$ cat src/rtl/arc4_pkg.sv
// rtl/arc4_pkg.sv - shared ARC4 constants and PRGA state encoding
package arc4_pkg;

  localparam int S_SIZE = 256;
  localparam int IDX_W = $clog2(S_SIZE);
  localparam logic [7:0] LEN_IDX = 8'd0;

  typedef logic [3:0] state_t;

  localparam state_t ST_IDLE   = 4'd0;
  localparam state_t ST_LEN_RD = 4'd1;
  localparam state_t ST_LEN_WR = 4'd2;
  localparam state_t ST_SI_RD  = 4'd3;
  localparam state_t ST_SJ_RD  = 4'd4;
  localparam state_t ST_SWAP_I = 4'd5;
  localparam state_t ST_SWAP_J = 4'd6;
  localparam state_t ST_K_RD   = 4'd7;
  localparam state_t ST_PT_WR  = 4'd8;
  localparam state_t ST_DONE   = 4'd9;

endpackage

$ cat src/rtl/prga_stream.sv
// rtl/prga_stream.sv - ARC4 keystream generator decrypting ct[] into pt[] on the fly
module prga_stream
  import arc4_pkg::*;
#(
  parameter int DROP    = 0,
  parameter int RD_LAT  = 1,
  parameter int MAX_LEN = 255
) (
  input  logic       clk,
  input  logic       rst_n,
  input  logic       en,
  output logic       rdy,
  output logic       done,
  input  logic       abort,
  output logic       len_err,
  output logic [7:0] s_addr,
  input  logic [7:0] s_rddata,
  output logic [7:0] s_wrdata,
  output logic       s_wren,
  output logic [7:0] ct_addr,
  input  logic [7:0] ct_rddata,
  output logic [7:0] pt_addr,
  output logic [7:0] pt_wrdata,
  output logic       pt_wren
);

  localparam logic [9:0] DROP_N    = 10'(DROP);
  localparam logic [7:0] MAX_L     = 8'(MAX_LEN);
  localparam logic [1:0] LAST_WAIT = 2'(RD_LAT - 1);

  state_t           state_q, state_d;
  logic [1:0]       wait_q, wait_d;
  logic [IDX_W-1:0] i_q, i_d, j_q, j_d;
  logic [7:0]       k_q, k_d, si_q, si_d, sj_q, sj_d, len_q, len_d;
  logic [9:0]       drop_q, drop_d;
  logic             len_err_q, len_err_d;
  logic             rd_last, in_drop, last_drop;
  logic [7:0]       j_sum;

  assign rd_last   = (wait_q == LAST_WAIT);
  assign in_drop   = (drop_q != DROP_N);
  assign last_drop = ((drop_q + 10'd1) == DROP_N);
  // si arrives on the first SJ_RD cycle; later wait cycles use the latched copy
  assign j_sum     = j_q + ((wait_q == 2'd0) ? s_rddata : si_q);
  assign rdy       = (state_q == ST_IDLE);
  assign len_err   = len_err_q;

  always_comb begin
    state_d   = state_q;
    wait_d    = 2'd0;
    i_d       = i_q;
    j_d       = j_q;
    k_d       = k_q;
    si_d      = si_q;
    sj_d      = sj_q;
    len_d     = len_q;
    drop_d    = drop_q;
    len_err_d = len_err_q;
    done      = 1'b0;
    s_addr    = 8'd0;
    s_wrdata  = 8'd0;
    s_wren    = 1'b0;
    ct_addr   = 8'd0;
    pt_addr   = 8'd0;
    pt_wrdata = 8'd0;
    pt_wren   = 1'b0;
    case (state_q)
      ST_IDLE: begin
        if (en) begin
          i_d     = '0;
          j_d     = '0;
          k_d     = 8'd0;
          drop_d  = 10'd0;
          state_d = ST_LEN_RD;
        end
      end
      ST_LEN_RD: begin
        ct_addr = LEN_IDX;
        wait_d  = rd_last ? 2'd0 : wait_q + 2'd1;
        if (rd_last) state_d = ST_LEN_WR;
      end
      ST_LEN_WR: begin
        len_d   = ct_rddata;
        pt_addr = LEN_IDX;
        pt_wren = 1'b1;
        if (ct_rddata > MAX_L) begin
          len_err_d = 1'b1;
          state_d   = ST_DONE;
        end else begin
          len_err_d = 1'b0;
          pt_wrdata = ct_rddata;
          state_d   = (ct_rddata == 8'd0 && DROP_N == 10'd0) ? ST_DONE : ST_SI_RD;
        end
      end
      ST_SI_RD: begin
        s_addr = i_q + 8'd1;
        wait_d = rd_last ? 2'd0 : wait_q + 2'd1;
        if (rd_last) begin
          i_d     = i_q + 8'd1;
          state_d = ST_SJ_RD;
        end
      end
      ST_SJ_RD: begin
        s_addr = j_sum;
        wait_d = rd_last ? 2'd0 : wait_q + 2'd1;
        if (wait_q == 2'd0) si_d = s_rddata;
        if (rd_last) begin
          j_d     = j_sum;
          state_d = ST_SWAP_I;
        end
      end
      ST_SWAP_I: begin
        sj_d     = s_rddata;
        s_addr   = i_q;
        s_wrdata = s_rddata;
        s_wren   = 1'b1;
        state_d  = ST_SWAP_J;
      end
      ST_SWAP_J: begin
        s_addr   = j_q;
        s_wrdata = si_q;
        s_wren   = 1'b1;
        if (in_drop) begin
          drop_d  = drop_q + 10'd1;
          state_d = (last_drop && len_q == 8'd0) ? ST_DONE : ST_SI_RD;
        end else begin
          state_d = ST_K_RD;
        end
      end
      ST_K_RD: begin
        s_addr  = si_q + sj_q;
        ct_addr = k_q + 8'd1;
        wait_d  = rd_last ? 2'd0 : wait_q + 2'd1;
        if (rd_last) state_d = ST_PT_WR;
      end
      ST_PT_WR: begin
        pt_addr   = k_q + 8'd1;
        pt_wrdata = s_rddata ^ ct_rddata;
        pt_wren   = 1'b1;
        k_d       = k_q + 8'd1;
        state_d   = ((k_q + 8'd1) == len_q) ? ST_DONE : ST_SI_RD;
      end
      ST_DONE: begin
        done    = 1'b1;
        state_d = ST_IDLE;
      end
      default: state_d = ST_IDLE;
    endcase
    if (abort && state_q != ST_IDLE) begin
      state_d   = ST_IDLE;
      wait_d    = 2'd0;
      len_err_d = len_err_q;
      done      = 1'b0;
      s_wren    = 1'b0;
      pt_wren   = 1'b0;
    end
    // a reset cycle must never leak a write into S or PT
    if (!rst_n) begin
      done    = 1'b0;
      s_wren  = 1'b0;
      pt_wren = 1'b0;
    end
  end

  always_ff @(posedge clk) begin
    if (!rst_n) begin
      state_q   <= ST_IDLE;
      wait_q    <= 2'd0;
      i_q       <= '0;
      j_q       <= '0;
      k_q       <= 8'd0;
      si_q      <= 8'd0;
      sj_q      <= 8'd0;
      len_q     <= 8'd0;
      drop_q    <= 10'd0;
      len_err_q <= 1'b0;
    end else begin
      state_q   <= state_d;
      wait_q    <= wait_d;
      i_q       <= i_d;
      j_q       <= j_d;
      k_q       <= k_d;
      si_q      <= si_d;
      sj_q      <= sj_d;
      len_q     <= len_d;
      drop_q    <= drop_d;
      len_err_q <= len_err_d;
    end
  end

endmodule

$ cat config.mk
export PLATFORM = sky130hd
export DESIGN_NAME = prga_stream
export DESIGN_NICKNAME = d
export VERILOG_FILES = /design/src/rtl/arc4_pkg.sv /design/src/rtl/prga_stream.sv
export SDC_FILE = /design/constraint.sdc
export NUM_CORES = 1
export LEC_CHECK = 0
export ABC_AREA = 1
export CAP_MARGIN = 40
export CELL_PAD_IN_SITES_DETAIL_PLACEMENT = 1
export CELL_PAD_IN_SITES_GLOBAL_PLACEMENT = 1
export CORE_MARGIN = 1
export CORE_UTILIZATION = 39
export CTS_CLUSTER_DIAMETER = 120
export DETAILED_ROUTE_END_ITERATION = 10
export GPL_TIMING_DRIVEN = 0
export PLACE_DENSITY = 0.89
export REMOVE_ABC_BUFFERS = 1
export SLEW_MARGIN = 40
export SYNTH_ARGS = -nofsm -noshare
export SYNTH_HDL_FRONTEND = slang
export SYNTH_SLANG_ARGS = --single-unit
$ cat constraint.sdc
create_clock -name clk -period 3.82 [get_ports clk]
set_input_delay 0.573 -clock clk [delete_from_list [all_inputs] [get_ports clk]]
set_output_delay 0.573 -clock clk [all_outputs]
set_load 0.02 [all_outputs]
# Yosys cells after proc, flatten, opt, wreduce, memory -nomap -nowiden
# Index checks and enable logic that the tools add are counted.
[totals]
ff_bits = 65
latch_bits = 0
mem_bits_rw = 0
romBits = 0
inputBits = 20
output_inout_bits = 45
word_cells = 98
mem_count = 0
[op_classes]
n_addsub = 6
mul = 0
div = 0
n_lt_le_gt_ge = 1
eq_ne = 16
shifts = 0
mux = 37
n_bitwise = 4
n_reduce_logical = 24
[ops]
columns = ["operator", "count"]
rows = [
  ["$pmux 8 s2", 5],
  ["$mux 8", 7],
  ["$mux 4", 10],
  ["$pmux 8 s5", 1],
  ["$pmux 4 s9", 1],
  ["$mux 10", 2],
  ["$pmux 10 s2", 1],
  ["$add 8x1->8 const B", 2],
  ["$add 8x8->8", 2],
  ["$eq 4x3->1 const B", 4],
  ["$logic_not 8->1", 2],
  ["$ne 2x2->1 const B", 6],
  ["$add 10x1->10 const B", 1],
  ["$logic_not 10->1", 1],
  ["$mux 1", 10],
  ["$reduce_bool 10->1", 1],
  ["$reduce_and 3->1", 3],
  ["$eq 4x2->1 const B", 2],
  ["$eq 4x4->1 const B", 2],
  ["$eq 8x8->1", 1],
  ["$gt 8x8->1 const B", 1],
  ["$reduce_bool 2->1", 4],
  ["$reduce_or 4->1", 2],
  ["$xor 8x8->8", 1],
  ["10 further kinds", 16],
]

# Depth between registers and ports, before layout
[logic_depth]
depth_word = 6
depth_mapped = 17
mapped_depth_nobuf = 16

# Worst setup path after synthesis
# OpenSTA, ideal clock, no wires.
[synth_path]
path_type = "reg2out"
start = "register wait_q[0]"
end = "output s_addr[6]"
t_arrival_ns = 2.534
t_required_ns = 3.247
slack_ns = 0.713
stages_incl_launch_ff = 17
n_path_buf = 1
path_cell_list = "dfxtp_1 inv_1 ha_1 clkbuf_1 o21ai_0 ha_1 inv_1 fa_1 inv_1 a21oi_1 o21ai_0 nand2_1 nand2_1 a21oi_1 xor2_1 nand2_1 nand3_1"
[synth_between]
elab_chain_cells = 4
[synth_rtl]
columns = ["item", "line_no", "text"]
rows = [
  ["from (decl)", "prga_stream.sv:32", "logic [1:0] wait_q, wait_d;"],
  ["from (signal assigned)", "prga_stream.sv:179", "wait_q <= wait_d;"],
  ["$logic_not 2->1", "prga_stream.sv:44", "assign j_sum = j_q + ((wait_q == 2'd0) ? s_rddata : si_q);"],
  ["$mux 8", "--", ""],
  ["$add 8x8->8", "prga_stream.sv:44", ""],
  ["$pmux 8 s5", "prga_stream.sv:67", "case (state_q)"],
  ["to (decl)", "prga_stream.sv:16", "output logic [7:0] s_addr,"],
]
# No other way between the ends.

# Worst setup path after layout
[layout_path]
start = "input s_rddata[2]"
end = "output s_addr[5]"
[layout_between]
elab_chain_cells = 3
[layout_rtl]
columns = ["item", "line_no", "text"]
rows = [
  ["from (decl)", "prga_stream.sv:17", "input logic [7:0] s_rddata,"],
  ["$mux 8", "--", ""],
  ["$add 8x8->8", "prga_stream.sv:44", ""],
  ["$pmux 8 s5", "prga_stream.sv:67", ""],
]
# No other way between the ends.

==> summary.md <==
| Metric | Value |
|---|---|
| Run status | complete, no violations |
| Inserted Diodes | 0 |
| FFs w/ async S/R, synth | 0% |
| Worst slack at placement | -0.434 ns |
| Area fraction in compound gates after synthesis | about a fifth |
| Critical path capture point type | primary output |
| First-pass GRT wire length | 24.9 mm |
| Largest family of logic cells by synthesized area | simple AND/OR/NAND/NOR gates |
| Yosys warns | 0 |
| Setup total negative slack | 0 ns |
| Max-Slew Margin vs Limit | 50.3% |
| Worst path required time | approximately 3.3 ns |
| Area growth from synthesis to layout | 22.6% |
| Largest clock skew in the final design | 0.0126 ns |
| Setup violations, final | 0 |
| Full die area | 12000 um^2 |
| Pins Over Slew Limit | 0 |
| Post-Route Utilization | ~50% |
| Power density relative to cell area | 449 nW/um^2 |
| Post-synthesis instance area | about 4500 um^2 |
| Max-cap check violation count | 0 |
| Sink Count | 64 |
| Via count of the first global-routing pass | slightly above 5000 |
| Cts bufs inserted | 9 |
| Clock H-tree levels | 3 |
| Minimum period implied by the final worst setup slack | 3.59 ns |
| Setup Crit Path Kind | input port to primary output |
| Clock slew at reported path FFs | 0.05 ns |
| Hold violation total from the final report | 0 |
| Fin crit share | 94.0% |
| Xor and xnor fraction of the mapped netlist area | 2.53% |
| CTS tree | yes |
| Sequential cell area fraction in the yosys report | 28.5% |
| Total routing resource utilization after global routing | 26.9% |
| Die span in x | 109 um |
| Cells after synthesis | ~690 |
| Number of placement rows | 38 |
| Simple-gate share of the synthesized area | a little under a third |
| Per-instance average area after synthesis | 6.50 um^2 |
| Number of remaining DRC errors | 0 |
| Final antenna-violating net count | 0 |
| Maximum number of pins on one net before global-route repair | 38 |
| Adder-Cell Fraction of Synth Area | between 6 and 7% |
| Maximum fanout along the worst path | 4 |
| Via count | 4875 |
| Data arrival time of the worst path | 3.02 ns |
| Routed wire per std cell | 17.0 um |
| Clock root cell | clkbuf_16 |
| Total setup buffers inserted after CTS | 0 |
| Effective utilization at floorplan | 40.8% |
| Number of input and output port buffers inserted | 63 |
| Static leakage | 2.24 nW |
| IR drop worst, VDD | 0.190 mV |
| Final routed wirelength across all metal layers | 15.2 mm |
| Maximum number of buffers from clock root to sink | 2 |
| Vert. Die Dim | roughly 110 um |
| Io pins | 65 |
| Insertion delay to the later sink of the worst-skew pair | 0.34 ns |
| Highest Clock Rate | 0.279 GHz |
| Number of enable-type register cells in the synthesized netlist | 0 |
| Main synth FF type | dfxtp_1 |
| Overflow left after global routing | 0 |
| DR pass1 iterations | 7 |
| Number of unique standard cell types used by synthesis | 47 |
| Hold WC Path Type | flip-flop to flip-flop |
| Power Total | about 0.0025 W |
| Flip-flop and latch count after synthesis | 64 |
| Setup repair after global routing missed its margin | false |
| Critical path launch point type | input port |
| Detailed placement HPWL | 11.2 mm |
| Global placement routability congestion | 0.854 |
| Slew @ Worst Pin | 0.744 ns |
| Area inside the core boundary | 11000 um^2 |
| Fraction of final layout cells sized beyond drive strength 1 | 9.44% |
| Number of vias per cell | 5.47 |
| DRT iter0 DRCs | 175 |
| Setup WS post-layout | between 0.2 and 0.25 ns |
| Antenna violations before repair | 0 |
| Number of nets at the end of the flow | 789 |
| Mux contribution to synthesized area | 0% |
report_power, final:
part | leakage [nW] | internal, W | switching [W] | total [W]
Clock | 0.138 | 0.000502 | 0.000320 | 0.000822
Combinational | 1.59 | 0.000286 | 0.000537 | 0.000823
Sequential | 0.519 | 0.000745 | 0.0000824 | 0.000828
worst max-delay path: stages:
cell and delay [ns]:
clkdlybuf4s50_1 0.59, nand2_1 0.09, o21ai_1 0.14, ha_1 0.32
a21o_1 0.17, o21bai_2 0.21, nand2_1 0.07, nand2_1 0.06
a21oi_1 0.16, nor2_1 0.06, nor2_1 0.08, nand2_1 0.09
nand3_1 0.10, clkdlybuf4s15_1 0.30
stage by stage:
step / hold slack (ns) / cell area [um^2] / cells
floorplan: 0.392 / 4390 / 673
global placement: 0.401 / 5200 / 876
detailed placement: 0.412 / 5190 / 876
CTS: 0.420 / 5480 / 892
global route: 0.443 / 5510 / 892
finish: 0.422 / 5510 / 892
cell type report:
cell class / count / area, um^2
fill: 1471 / 5520
multi-input combinational: 514 / 2760
sequential: 64 / 1280
timing repair buffer: 63 / 636
inverter: 95 / 374
clock buffer: 10 / 229
tap: 140 / 175
clock inverter: 6 / 60.1
state kept, by name (all words and copies together), names as in the netlist:
name / count
j_q: 8
state_q: 4
drop_q: 10
si_q: 8
i_q: 8
sj_q: 8
wait_q: 2
k_q: 8
len_q: 8
what timing repair did:
item | 4_1_cts | 5_1_grt
endpoints found under the setup margin | 6 | 5
gates resized for setup | 7 | 10
hold buffers | 0 | 0
pin swaps | 0 | 1
gates cloned | 0 | 0
kinds of logic (layout without fill, tap and decap cells):
group,count (synthesis),in the layout
xor+xnor,13,13
flops,64,64
simple gates,322,322
compound gates,156,156
fa+ha+maj,22,22
other cells,1,1
buf+inv,114,174
final timing paths:
path	end	slack [ns]	from	depth (start not counted)
setup / recovery	s_addr[5]	0.23	s_rddata[2]	14
setup reg to reg	j_q[6]	1.37	wait_q[0]	16
hold / removal	wait_q[0]	0.42	wait_q[0]	1
hold reg to reg	wait_q[0]	0.42	wait_q[0]	1
routing by layer:
layer	global-route usage, %	share of wire [%]	vias up
met5	0	0	-
met4	10.8	2.2	0
met3	3.08	3.5	28
met2	50.1	52	103
met1	31.2	43	2372
li1	-	-	2372
cell usage after synthesis (2+ instances only):
master    instances  area share, %
a21o_1            2           0.33
dfxtp_1          64             28
o21ai_1           7           0.78
o21ai_2           2           0.39
nor2_1           76            6.3
a221oi_1          3           0.58
inv_1            76            6.3
nand3_2           2           0.45
o211ai_1          3           0.50
xor2_1            4           0.78
nor2_4            6            1.5
nand4_1           8            1.1
fa_1              2           0.89
clkbuf_1          7           0.58
nand2_2           7           0.97
nand3b_1          4           0.67
nor2_2            6           0.84
buf_2             7           0.78
ha_1             20            5.6
inv_2            13            1.1
a21oi_1          65            7.2
buf_4             4           0.67
a31oi_1           2           0.28
inv_4             5           0.70
xnor2_1           9            1.8
nor2_8            2           0.89
nor3_1            6           0.67
o21ai_0          47            5.2
nor4_1            3           0.42
o21bai_1          2           0.33
nand3_1          33            3.7
a21oi_2           2           0.39
o21a_1            6            1.0
a211oi_1          8            1.3
nand2_1         167             14
layout by cell type (no fill, tap or decap), types with 3 or more instances in the layout:
master	netlist	final
nor3_1	6	6
dlymetal6s2s_1	0	4
nor2_2	6	6
nand4_1	8	8
o21a_1	6	6
nand3b_1	4	4
nor2_4	6	6
inv_1	76	76
xnor2_1	9	9
o21ai_0	47	44
clkbuf_16	0	9
nor4_1	3	3
nor2_1	76	76
xor2_1	4	4
nand2_1	167	167
a221oi_1	3	3
dfxtp_1	64	64
inv_2	13	13
inv_4	5	5
clkdlybuf4s50_1	0	55
o21ai_2	2	3
a21oi_1	65	65
nand3_1	33	33
o211ai_1	3	3
clkinv_2	0	3
a211oi_1	8	8
o21ai_1	7	9
nand2_2	7	7
ha_1	20	19
No activity file was read; power rests on OpenSTA's default activity.
